**config.mk**
```make
export PLATFORM = sky130hd
export DESIGN_NAME = f_stage_pc_flat
export DESIGN_NICKNAME = d
export VERILOG_FILES = /design/src/rtl/f_stage_pc_if.sv /design/src/rtl/f_stage_pc.sv /design/src/flat_wrapper.sv
export SDC_FILE = /design/constraint.sdc
export NUM_CORES = 1
export LEC_CHECK = 0
export ABC_AREA = 1
export BUFFER_PORTS_ARGS = -buffer_cell sky130_fd_sc_hd__buf_4
export CORE_MARGIN = 3
export CORE_UTILIZATION = 43
export CTS_BUF_LIST = sky130_fd_sc_hd__clkbuf_8
export DETAILED_ROUTE_END_ITERATION = 8
export HOLD_SLACK_MARGIN = 0.03
export PLACE_DENSITY = 0.8
export SYNTH_ARGS = -nofsm -noshare
export SYNTH_HDL_FRONTEND = slang
export SYNTH_SLANG_ARGS = --single-unit
```
**constraint.sdc**
```tcl
create_clock -name clk -period 1.8 [get_ports clk]
set_input_delay 0.09 -clock clk [delete_from_list [all_inputs] [get_ports clk]]
set_output_delay 0.09 -clock clk [all_outputs]
set_load 0.005 [all_outputs]
```
**src/rtl/f_stage_pc_if.sv**
```systemverilog
// Instruction-memory fetch bus between the fetch stage and the IM.
// The fetch stage is the master: it drives the address and consumes the word.
interface f_stage_pc_if;
    logic [31:0] i_inst_addr;
    logic [31:0] i_inst_rdata;

    modport master (
        output i_inst_addr,
        input  i_inst_rdata
    );

    modport slave (
        input  i_inst_addr,
        output i_inst_rdata
    );
endinterface

```
**src/rtl/f_stage_pc.sv**
```systemverilog
// Fetch stage of the P7 MIPS pipeline.
// Owns the architectural fetch PC, picks the next PC from the sequential,
// branch, jump, register-jump, ERET and exception-entry sources, drives the
// IM address, flags fetch address errors (AdEL) and the delay-slot bit.
module f_stage_pc #(
    parameter logic [31:0] PC_RESET  = 32'h0000_3000,
    parameter logic [31:0] EXC_ENTRY = 32'h0000_4180,
    parameter logic [31:0] IM_BASE   = 32'h0000_3000,
    parameter logic [31:0] IM_TOP    = 32'h0000_6ffc
) (
    input  logic        clk,
    input  logic        reset,
    input  logic        enable,
    input  logic        Req,
    input  logic        D_eret,
    input  logic [31:0] EPC,
    input  logic [1:0]  D_npc_sel,
    input  logic [31:0] D_br_target,
    input  logic [25:0] D_imm26,
    input  logic [31:0] D_rs_fwd,
    input  logic        D_is_bj,
    f_stage_pc_if.master im,
    output logic [31:0] F_pc,
    output logic [31:0] F_instr,
    output logic [4:0]  F_EXCCode,
    output logic        F_delayed
);

    localparam logic [4:0] EXC_ADEL = 5'd4;

    logic [31:0] pc_q;
    logic [31:0] pc_next;
    logic [31:0] pc_seq;
    logic [31:0] fetch_pc;
    logic        adel;

    // ERET has no delay slot, so the instruction at EPC is fetched while ERET is still in D.
    always_comb begin
        fetch_pc = D_eret ? EPC : pc_q;
    end

    // Fetch address error: misaligned word or outside the instruction memory window.
    always_comb begin
        adel = (fetch_pc[1:0] != 2'b00) || (fetch_pc < IM_BASE) || (fetch_pc > IM_TOP);
    end

    // Drive the IM bus and the F/D register inputs; a faulting fetch is squashed to a nop.
    always_comb begin
        im.i_inst_addr = fetch_pc;
        F_pc           = fetch_pc;
        F_instr        = adel ? 32'h0000_0000 : im.i_inst_rdata;
        F_EXCCode      = adel ? EXC_ADEL : 5'd0;
        F_delayed      = D_is_bj & ~D_eret;
    end

    // Next-PC selection: exception entry beats a stall, a stall beats every redirect.
    always_comb begin
        pc_seq  = pc_q + 32'd4;
        pc_next = pc_seq;
        if (Req) begin
            pc_next = EXC_ENTRY;
        end else if (!enable) begin
            pc_next = pc_q;
        end else if (D_eret) begin
            pc_next = EPC + 32'd4;
        end else begin
            case (D_npc_sel)
                2'b01:   pc_next = D_br_target;
                2'b10:   pc_next = {pc_q[31:28], D_imm26, 2'b00};
                2'b11:   pc_next = D_rs_fwd;
                default: pc_next = pc_seq;
            endcase
        end
    end

    // Architectural fetch PC register; reset discards any redirect pending in D.
    always_ff @(posedge clk) begin
        if (reset) begin
            pc_q <= PC_RESET;
        end else begin
            pc_q <= pc_next;
        end
    end

endmodule

```
**src/flat_wrapper.sv**
```systemverilog
// flat-port wrapper written by rule: the top's interface ports become plain ports
module f_stage_pc_flat 
#(
    parameter logic [31:0] PC_RESET  = 32'h0000_3000,
    parameter logic [31:0] EXC_ENTRY = 32'h0000_4180,
    parameter logic [31:0] IM_BASE   = 32'h0000_3000,
    parameter logic [31:0] IM_TOP    = 32'h0000_6ffc
)
  (clk, reset, enable, Req, D_eret, EPC, D_npc_sel, D_br_target, D_imm26, D_rs_fwd, D_is_bj, F_pc, F_instr, F_EXCCode, F_delayed, im_i_inst_addr, im_i_inst_rdata);
  f_stage_pc_if im_i ();
  input  logic clk;
  input  logic reset;
  input  logic enable;
  input  logic Req;
  input  logic D_eret;
  input  logic [31:0] EPC;
  input  logic [1:0] D_npc_sel;
  input  logic [31:0] D_br_target;
  input  logic [25:0] D_imm26;
  input  logic [31:0] D_rs_fwd;
  input  logic D_is_bj;
  output logic [31:0] F_pc;
  output logic [31:0] F_instr;
  output logic [4:0] F_EXCCode;
  output logic F_delayed;
  output wire logic [$bits(im_i.i_inst_addr)-1:0] im_i_inst_addr;
  input wire logic [$bits(im_i.i_inst_rdata)-1:0] im_i_inst_rdata;
  assign im_i_inst_addr = im_i.i_inst_addr;
  assign im_i.i_inst_rdata = im_i_inst_rdata;
  f_stage_pc #(.PC_RESET(PC_RESET), .EXC_ENTRY(EXC_ENTRY), .IM_BASE(IM_BASE), .IM_TOP(IM_TOP)) u_core (.clk(clk), .reset(reset), .enable(enable), .Req(Req), .D_eret(D_eret), .EPC(EPC), .D_npc_sel(D_npc_sel), .D_br_target(D_br_target), .D_imm26(D_imm26), .D_rs_fwd(D_rs_fwd), .D_is_bj(D_is_bj), .im(im_i), .F_pc(F_pc), .F_instr(F_instr), .F_EXCCode(F_EXCCode), .F_delayed(F_delayed));
endmodule
```
# Word-level counts from Yosys, hierarchy flattened
# Cells that the tools add are included.
# word_totals
reg_bits,32
inputBits,162
out_inout_bits,102
wordCells,26
# op_classes
addsub,2
n_eq_ne,4
n_reduce_logical,6
muxes,7
bitwise,2
magnitude_cmp,2
# ops
cell,count
32-bit 2-to-1 mux,3
32-bit one-hot mux with 3 select lines,1
"32-bit by 3-bit adder with 32-bit output, second input constant",2
"32-bit by 15-bit greater-than comparator with 1-bit output, second input constant",1
"32-bit by 14-bit < comparator with 1-bit output, second input constant",1
15-bit 2-to-1 mux,2
"2-bit equality test, second input constant",2
2-bit nonzero test,2
3-bit 2-to-1 mux,1
"2-bit by 1-bit equality test with 1-bit output, second input constant",1
1-bit logical OR,2
"2-bit inequality test, second input constant",1
2-bit AND reduction,1
2-bit OR reduction,1
1-bit bitwise AND,1
1-bit NOT,1

# Longest topological paths before layout
# Gate-level depths: netlist of run 1.
# logic_depth
word_depth,5
mapped_depth,14
ltp_nobuf,14

# Worst setup path after synthesis of run 1
# Ideal clock, no wire load.
# synth_timing
path_type,flip-flop to flip-flop
start,register u_core.pc_q[3]
end,register u_core.pc_q[30]
t_required_ps,1691
path_stages_with_launch,13
path_slack_ps,138
n_path_buf,0
arrival_ps,1553
setup_time_ps,109
synth_period_minus_slack_ps,1662
cell_sequence,dfxtp_1 -> ha_1 -> nand2_1 -> nor2_1 -> nand2_1 -> nor2_2 -> nand2_1 -> o21ai_0 -> nand2_1 -> nand2_1 -> nand3_1 -> nand2_1 -> inv_1
# synth_via
elab_chain_len,3
# synth_lines
item,line_no,source
start: declaration,f_stage_pc.sv:31,logic [31:0] pc_q;
start signal: assignment,f_stage_pc.sv:81,pc_q <= pc_next;
32-bit by 3-bit adder with 32-bit output,f_stage_pc.sv:58,pc_seq = pc_q + 32'd4;
32-bit one-hot mux with 3 select lines,f_stage_pc.sv:67,case (D_npc_sel)
32-bit 2-to-1 mux,f_stage_pc.sv:64,end else if (D_eret) begin
# No other way between the ends.
# A chain may end at the register's enable or synchronous reset.

# Final worst setup path of run 1
# layout_timing
start,register u_core.pc_q[17]
end,output port F_instr[1]
# layout_via
elab_chain_len,5
elab_cells_between_ends,6
classes_between,2 x order compare; 2 x mux; 2 x reduce/logical
# layout_lines
item,line_no,source
32-bit 2-to-1 mux *,f_stage_pc.sv:39,fetch_pc = D_eret ? EPC : pc_q;
32-bit by 14-bit < comparator with 1-bit output,f_stage_pc.sv:44,adel = (fetch_pc[1:0] != 2'b00) || (fetch_pc < IM_BASE) || (fetch_pc > IM_TOP);
1-bit logical OR,f_stage_pc.sv:44,
1-bit logical OR *,f_stage_pc.sv:44,
32-bit 2-to-1 mux *,f_stage_pc.sv:51,F_instr = adel ? 32'h0000_0000 : im.i_inst_rdata;
end: declaration,flat_wrapper.sv:23,output logic [31:0] F_instr;
# Mark *: on every way between the ends. The rest lies on a longest branch, timed or not.

==> results of run 1 <==
tightest hold or removal path, stage by stage:
cell and delay, ps:
buf_4 110, nand2_1 80, a31oi_1 80
metal layers:
layer  global-route usage [%]  vias to the layer above
li1                         -                     3483
met1                     42.1                     3223
met2                     58.2                      453
met3                     5.19                       73
met4                     16.6                        0
met5                        0                        -
power by group:
group / total [mW] / switching (mW) / internal [mW]
logic: 1.31 / 0.671 / 0.641
clock network: 0.598 / 0.293 / 0.305
registers: 0.789 / 0.0427 / 0.746
total: 2.70 / 1.01 / 1.69
per-stage QoR:
step	area, sq um	TNS (ps)	hold slack (ps)
2_1_floorplan	4910	0	159
3_3_place_gp	7070	0	305
3_5_place_dp	7070	-8.96	310
4_1_cts	7450	-4760	102
5_1_grt	7720	-8820	110
6_report	7720	-6750	101
area by class of cell:
| type | instances | share of cell area (%) |
|---|---|---|
| antenna | 1 | 0.0324 |
| clock buffer | 6 | 1.07 |
| clock inverter | 2 | 0.130 |
| inverter | 112 | 5.48 |
| multi-input combinational | 706 | 46.1 |
| sequential | 32 | 8.66 |
| tap | 140 | 2.27 |
| timing repair buffer | 345 | 36.3 |
Yosys cell counts (2+ instances only):
cell type    n
nand3_1     51
xnor2_1      3
a22o_1      16
nor4_1       2
o21ai_0     59
o22ai_1      2
nand3b_1     5
buf_2        5
nand4_1     14
nor3_1      15
xor2_1      14
nand2_1    299
a21oi_1     60
clkbuf_1    23
buf_4       37
nor2_4       2
nor2_1      89
clkinv_1     2
ha_1         2
a31oi_1      9
o21bai_1     3
buf_6        8
nor2_2      29
inv_1      109
o21ai_1      8
a221oi_1     2
dfxtp_1     32
o211ai_1     4
what timing repair did:
item                                    4_1_cts  5_1_grt
resized for setup                            62       63
hold endpoints to repair                      2        0
setup buffers                                10        7
cloned                                        3        1
endpoints found under the setup margin       33       48
hold buffers                                  1        0
pin swaps                                     8        7
worst max path at each step:
stage,startpoint,endpoint,slack (ps),cells after the start
final,u_core.pc_q[17],F_instr[1],-250,8
after global routing,u_core.pc_q[20],F_instr[25],-300,10
after CTS,u_core.pc_q[31],F_instr[24],-150,9
after detailed placement,u_core.pc_q[13],F_instr[19],-5,8
after global placement,u_core.pc_q[13],F_instr[31],3,8
after floorplan,u_core.pc_q[3],u_core.pc_q[30],140,12
cells by family after synthesis:
kind of cell,count (synthesis)
AND/OR/NAND/NOR,516
buffers and inverters,186
AO/OA/AOI/OAI,167
flip-flops,32
XOR/XNOR,17
adder cells (fa/ha/maj),2
other,1
==> results.cfg, run 1 <==
[clocking]
cts_root_buf = clkbuf_8
clock_tree.buffer_depth = 2
cts_buffers = 5
cts.sinks = 32
clock_latency_ps = 300
clkTransAtPathRegs_ps = 70
cts_tree = done
cts-htree-levels = 2

[run_status]
violations = negative setup slack
status = complete, but fails checks

[worst_setup_path]
cp_slowest_cell = nor4_2
cp_top_family = simple AND/OR/NAND/NOR gates
arrival_ps = 1960
r2r_end = u_core.pc_q[22]
cp_max_fo = 5
crit_buf_inv = 4
cp-start-kind = register
reg2reg_from = u_core.pc_q[2]
reg2reg_depth = 12
cp_common_cell = buf_4
worst_path_largest_cell_delay_ps = 420
r2r_setup_slack_ps = 90
cp_cell_sequence = inv_2 > o21ai_1 > nor4_2 > nand4_4 > buf_4 > buf_12 > nor2_2 > buf_4
cp.required_ps = 1710
crit_path_end_kind = output port
worstSetupPathType = reg -> out

[detailed_routing]
drtIter0Drc = 771
dr.pass1.iters = 6
wl_met1_microns = 9160
ant_nets = 0
wl_per_cell_microns = 17.4
vias = 7232
top_layer_used = met4
wl_met3_microns = 2080
routed_wl_microns = 23400
met2WireLength_microns = 11000
post-route-drc-count = 0
vias_per_cell = 5.38

[final_layout]
finish.net_count = 1366
multi_input_area_sq_mm = 0.00356
largest_register_ffs = 30
mostFrequentLayoutCells = 315 x buf_4, 298 x nand2_1, 95 x inv_1, 79 x nor2_1, 59 x a21oi_1
synthToLayoutAreaGrowth_pct = 57.5
utilization_pct = 70.3
fillers = 981
regMostFlops = u_core.pc_q
instances_no_fill = 1344
final_layout_size_suffix_gt1_share_pct = 36.9
final-seq-area_sq_um = 668
reg_top3 = u_core.pc_q x30
final_common_cell = buf_4

[power_and_ir_drop]
ir_drop_mv = 0.226
p_leak_nw = 3.90
finalPower_mw = 2.70
power_density_mw_per_mm2 = 350

[die]
io_pins = 264
start_util_pct = 44.6
fp.dieH_microns = 113
core_area_sq_mm = 0.0110
row_count = 38
fp.dieArea_sq_mm = 0.0127
die_x_microns = 113

[synthesis]
syn_area_sq_mm = 0.00490
synth_seq_area_share_pct = 13.1
avgSynthCellArea_sq_um = 5.32
synthArstFlopShare_pct = 0
synth_cell_types = 45
synth-edff-count = 0
synthMuxAreaShare_pct = 0
synth_xor_area_share_pct = 3.04
yosys.area_share.simple_pct = 45.6
synthCells = 921
yosys_most_used_dff = dfxtp_1
ys_ff_latch = 32
yosysWarnings = 0
synth_area_leaders = nand2_1 23%, dfxtp_1 13%, inv_1 8.4%, nor2_1 6.8%, a21oi_1 6.1%
synth_largest_area_cell = nand2_1
synthAdderAreaFrac_pct = 0.511
synth.top_cell.area_share_pct = 22.9
synth_compound_area_share_pct = 19.3
synth_top_family_by_area = simple AND/OR/NAND/NOR gates

[sta]
fmax_ghz = 0.489
rsz0062_at_grt = yes
slew_viol_final = 0
min_period_ps = 2050
layout_setup_ws_ps = -246
fin_crit_sh_pct = 114
setup_violations = 33
final-hold-violation-count = 0
finClkSkew_ps = 15.5

[grt]
overflow = 0
grt_pass1_vias = 6712
grt_usage_pct = 34.2
antenna_found_initial = 1
grt_pass1_wl_microns = 34700
grt_start_max_net_pins = 44

[job]
max_cap_viol_count = 0

[hold_path]
min_path_type = in -> reg
hold_depth = 3
worstHoldStart = EPC[1]

[placed_design]
dp_slack_ps = -4.95
gp_congestion = 1.02
dp_cells = 1314
place_hpwl_microns = 18200
port_buffers = 259
Power figures use the tool's default switching activity.
==> inputs of run 2 (changes only) <==
==> constraint.sdc (replaced) <==
create_clock -name clk -period 1.8 [get_ports clk]
set_input_delay 0.45 -clock clk [delete_from_list [all_inputs] [get_ports clk]]
set_output_delay 0.45 -clock clk [all_outputs]
set_load 0.005 [all_outputs]
==> run 2 against run 1 <==
The flow still finishes with violations (negative setup slack). Sequential share of layout area down 0.96 points. Combinational power grew 17%. Routed wire length rose by 2.1%. Register-to-register slack barely moved. Clock power is 21% higher. Flip-flop and latch count stayed put. Cell area increased by 10%. Clock skew hardly changed. Non-clock buffer count rose by 93. Global-route usage is 0.80 points lower. Final cell count increased by 6.8%. Critical path type is now in -> out. Critical endpoint is now F_instr[19].
==> results.cfg, run 2 (synthesis gave the netlist of run 1 again) <==
[power_and_ir_drop]
power_density_mw_per_mm2 = 357
p_int_mw = 1.95
power_frac_seq_pct = 25.5
clockPowerShare_pct = 23.9
combPwrFrac_pct = 50.6
p_sw_share_pct = 35.7
p_leak_nw = 4.40
p_switching_mw = 1.08
finalPower_mw = 3.03
ir_drop_mv = 0.320

[sta]
setup_violations = 33
rsz0062_at_grt = yes
finClkSkew_ps = 15.3
layout_setup_ws_ps = -656
final-hold-violation-count = 0
fmax_ghz = 0.407
fin_crit_sh_pct = 136
slew_viol_final = 0
tns_ps = -19290
min_period_ps = 2460

[grt]
overflow = 0
grt_start_max_net_pins = 35
grt_pass1_vias = 6973
antenna_found_initial = 0
grt_usage_pct = 33.4
grt_pass1_wl_microns = 34300

[placed_design]
port_buffers = 259
place_hpwl_microns = 18800
gp_congestion = 1.01
dp_cells = 1420

[final_layout]
reg_top3 = u_core.pc_q x30
final-seq-area_sq_um = 654
fillers = 862
final_common_cell = buf_4
instances_no_fill = 1436
largest_register_ffs = 30
utilization_pct = 77.4
final_layout_size_suffix_gt1_share_pct = 41.9
n_antenna_cell = 0
mostFrequentLayoutCells = 412 x buf_4, 285 x nand2_1, 104 x inv_1, 78 x nor2_1, 58 x a21oi_1
finish.net_count = 1459
synthToLayoutAreaGrowth_pct = 73.4
multi_input_area_sq_mm = 0.00361
regMostFlops = u_core.pc_q

[worst_setup_path]
cp_common_cell = buf_12
cp_cell_sequence = buf_16 > buf_12 > nand2_1 > o21ai_2 > nor3_2 > o21ai_1 > a21oi_2 > nand4_4 > buf_12 > nor2_2 > buf_4
cp_top_family = buffers and inverters
cp_slowest_cell = buf_12
worst_path_largest_cell_delay_ps = 230
reg2reg_depth = 12
arrival_ps = 2010
cp.required_ps = 1350
worstSetupPathType = in -> out
crit_path_end_kind = output port
cp_max_fo = 14
crit_buf_inv = 4
crit_cells = 11
cp-start-kind = primary input

[clocking]
cts-htree-levels = 2
cts_buffers = 5
clock_latency_ps = 310
cts_tree = done
cts.sinks = 32
clock_tree.buffer_depth = 2
holdBufCountCts = 0
clkTransAtPathRegs_ps = 80
cts_root_buf = clkbuf_8

[die]
core_area_sq_mm = 0.0110
fp.dieH_microns = 113
die_x_microns = 113
io_pins = 264
start_util_pct = 44.6
fp.dieArea_sq_mm = 0.0127
row_count = 38

[detailed_routing]
ant_nets = 0
dr.pass1.iters = 5
routed_wl_microns = 23900
drtIter0Drc = 771
vias = 7639
vias_per_cell = 5.32
post-route-drc-count = 0
wl_per_cell_microns = 16.7

[run_status]
status = complete, but fails checks
violations = negative setup slack

[hold_path]
min_path_type = in -> reg
hold_depth = 2

[job]
max_cap_viol_count = 0
==> run 2: what timing repair did <==
item | CTS | global route
gates cloned | 0 | 6
buffers inserted | 0 | 2
resized for setup | 9 | 62
pin swaps | 1 | 5
endpoints found under the setup margin | 60 | 68
==> run 2: worst reg2reg max path, delay by kind of cell (launching register included) <==
kind / cells / cell delay (ps)
simple gates: 9 / 970
flops: 1 / 410
buf+inv: 3 / 230
==> run 2: worst paths after layout <==
kind	startpoint	endpoint	slack, ps
worst max-delay path	D_eret	F_instr[19]	-660
worst min register to register	u_core.pc_q[10]	u_core.pc_q[10]	550
worst max register to register	u_core.pc_q[4]	u_core.pc_q[29]	80
worst min-delay path	reset	u_core.pc_q[8]	350
==> run 2: stage by stage <==
step	area (sq um)	setup WS, ps	hold WS [ps]
after global routing	8500	-751	349
final	8500	-656	353
after floorplan	5090	-344	472
after global placement	8000	-598	510
after detailed placement	8000	-665	516
after CTS	8140	-550	349
==> run 2: layout make-up <==
class / instances / share of cell area [%]
Clock buffer: 5 / 0.810
Clock inverter: 3 / 0.456
Inverter: 112 / 4.98
Multi-Input combinational cell: 706 / 42.5
Sequential cell: 32 / 7.70
Tap cell: 140 / 2.06
Timing Repair Buffer: 438 / 41.5
==> run 2: routing by layer <==
layer / global-route usage [%] / wire length, microns / part of all wire, %
met3: 5.78 / 2660 / 11
met5: 0 / 0 / 0
met1: 42.0 / 9060 / 38
met4: 13.2 / 971 / 4.1
met2: 56.6 / 11200 / 47
==> run 2: power by group through the flow <==
stage / clock network (mW) / logic, mW / registers (mW)
finish: 0.724 / 1.53 / 0.773
global route: 0.750 / 1.65 / 0.776
detailed placement: 0 / 1.43 / 0.785
CTS: 0.718 / 1.45 / 0.769
floorplan: 0 / 0.637 / 0.787
global placement: 0 / 1.42 / 0.784
==> inputs of run 3 (changes only) <==
--- a/config.mk
+++ b/config.mk
@@ -7,11 +7,13 @@
 export LEC_CHECK = 0
 export ABC_AREA = 1
 export BUFFER_PORTS_ARGS = -buffer_cell sky130_fd_sc_hd__buf_4
+export CORE_ASPECT_RATIO = 1.1
 export CORE_MARGIN = 3
 export CORE_UTILIZATION = 43
 export CTS_BUF_LIST = sky130_fd_sc_hd__clkbuf_8
 export DETAILED_ROUTE_END_ITERATION = 8
 export HOLD_SLACK_MARGIN = 0.03
+export MAX_ROUTING_LAYER = met4
 export PLACE_DENSITY = 0.8
 export SYNTH_ARGS = -nofsm -noshare
 export SYNTH_HDL_FRONTEND = slang
==> run 3 against run 2 <==
The run still ends with negative setup slack left. Utilization increased by 2.9 points. Hold slack gained 3.6 ps. Clock power increased by 9.9%. Routed wire length up 14%. First-iteration DRC count decreased by 6.9%. Sequential share of layout area down 0.41 points. Flip-flop and latch count did not move. Combinational power is 5% higher. Via count is 4.2% higher. Sequential power about the same. Setup slack lost 210 ps. Die area hardly changed. Critical path type is now reg -> out.
==> results.cfg, run 3 (synthesis gave the netlist of run 1 again) <==
[run_status]
status = complete, but fails checks
violations = negative setup slack

[detailed_routing]
vias = 7960
drtIter0Drc = 718
vias_per_cell = 5.47
dr.pass1.iters = 8
routed_wl_microns = 27200
ant_nets = 0
wl_per_cell_microns = 18.7
post-route-drc-count = 0

[sta]
slew_viol_final = 0
holdWs_ps = 357
layout_setup_ws_ps = -865
min_period_ps = 2670
fmax_ghz = 0.375
tightest_slew_ps = 618
tns_ps = -28100
final-hold-violation-count = 0
setup_violations = 50
slew_headroom_pct = 58.8
fin_crit_sh_pct = 148
rsz0062_at_grt = yes
finClkSkew_ps = 5.65

[die]
fp.dieH_microns = 118
fp.dieArea_sq_mm = 0.0127
core_area_sq_mm = 0.0110
row_count = 40
die_x_microns = 108
io_pins = 264
start_util_pct = 44.5

[clocking]
cts.sinks = 32
cts_root_buf = clkbuf_8
cts_buffers = 5
cts_tree = done
clkTransAtPathRegs_ps = 70
cts-htree-levels = 2
holdBufCountCts = 0
clock_tree.buffer_depth = 2
clock_latency_ps = 300

[final_layout]
finish.net_count = 1470
instances_no_fill = 1454
final_layout_size_suffix_gt1_share_pct = 42.3
synthToLayoutAreaGrowth_pct = 80.4
regMostFlops = u_core.pc_q
mostFrequentLayoutCells = 404 x buf_4, 280 x nand2_1, 108 x inv_1, 77 x nor2_1, 57 x a21oi_1
final_area_sq_mm = 0.00884
fillers = 829
n_antenna_cell = 0
final_common_cell = buf_4
reg_top3 = u_core.pc_q x30
utilization_pct = 80.3
largest_register_ffs = 30

[placed_design]
gp_congestion = 1.02
dpl_cell_area_sq_mm = 0.00803
port_buffers = 259
dp_slack_ps = -650
dp_cells = 1430
place_hpwl_microns = 19600

[worst_setup_path]
cp-start-kind = register
cp_max_fo = 7
reg2reg_depth = 10
arrival_ps = 2220
r2r_end = u_core.pc_q[13]
cp.required_ps = 1350
r2r_setup_slack_ps = 30
reg2reg_from = u_core.pc_q[7]
worstSetupPathType = reg -> out
crit_path_end_kind = output port

[grt]
overflow = 0
grt_pass1_wl_microns = 39700
antenna_found_initial = 0
grt_start_max_net_pins = 46
grt_usage_pct = 40.8
grt_pass1_vias = 7618

[hold_path]
worstHoldStart = reset
hold_path_end = u_core.pc_q[8]
min_path_type = in -> reg
hold_depth = 2

[power_and_ir_drop]
finalPower_mw = 3.17
p_leak_nw = 4.51
ir_drop_mv = 0.378
power_density_mw_per_mm2 = 359

[job]
max_cap_viol_count = 0
==> run 3: worst max-delay path by stage <==
| stage | startpoint | endpoint | slack, ps | depth (start not counted) |
|---|---|---|---|---|
| 2_1_floorplan | D_eret | F_EXCCode[2] | -340 | 9 |
| 3_3_place_gp | D_eret | F_instr[4] | -560 | 10 |
| 3_5_place_dp | D_eret | F_instr[11] | -650 | 11 |
| 4_1_cts | D_eret | F_instr[22] | -590 | 12 |
| 5_1_grt | u_core.pc_q[22] | F_instr[17] | -930 | 10 |
| 6_report | u_core.pc_q[22] | F_instr[17] | -870 | 10 |
==> run 3: timing repair <==
action / in CTS / in global routing
buffers inserted: 6 / 6
endpoints found under the setup margin: 67 / 77
pin swaps: 7 / 7
cloned: 6 / 0
gates resized for setup: 65 / 50
==> run 3: area by class of cell <==
class	count	area [sq um]	area share, %
multi-input combinational	706	3730	42.2
tap	147	184	2.08
inverter	112	423	4.79
clock inverter	1	30.0	0.340
sequential	32	644	7.29
timing repair buffer	449	3730	42.2
clock buffer	7	96.3	1.09
==> run 3: routing by layer <==
| metal | wire length [microns] | part of all wire, % | global-route usage [%] |
|---|---|---|---|
| met1 | 9450 | 35 | 45.3 |
| met2 | 12800 | 47 | 66.1 |
| met3 | 3090 | 11 | 8.61 |
| met4 | 1850 | 6.8 | 25.0 |
| met5 | 0 | 0 | - |
==> run 3: power by group <==
part | internal, mW | switching (mW)
Sequential | 0.744 | 0.0280
Clock | 0.489 | 0.307
Combinational | 0.813 | 0.792
Total | 2.05 | 1.13
==> run 3: worst max-delay path: stages, from the launching register on <==
cell	delay (ps)
dfxtp_1	310
inv_1	170
o21ai_4	100
nor3_2	200
o21ai_1	120
a21oi_2	190
nand4_4	170
buf_6	190
buf_16	150
nor2_4	190
buf_6	130
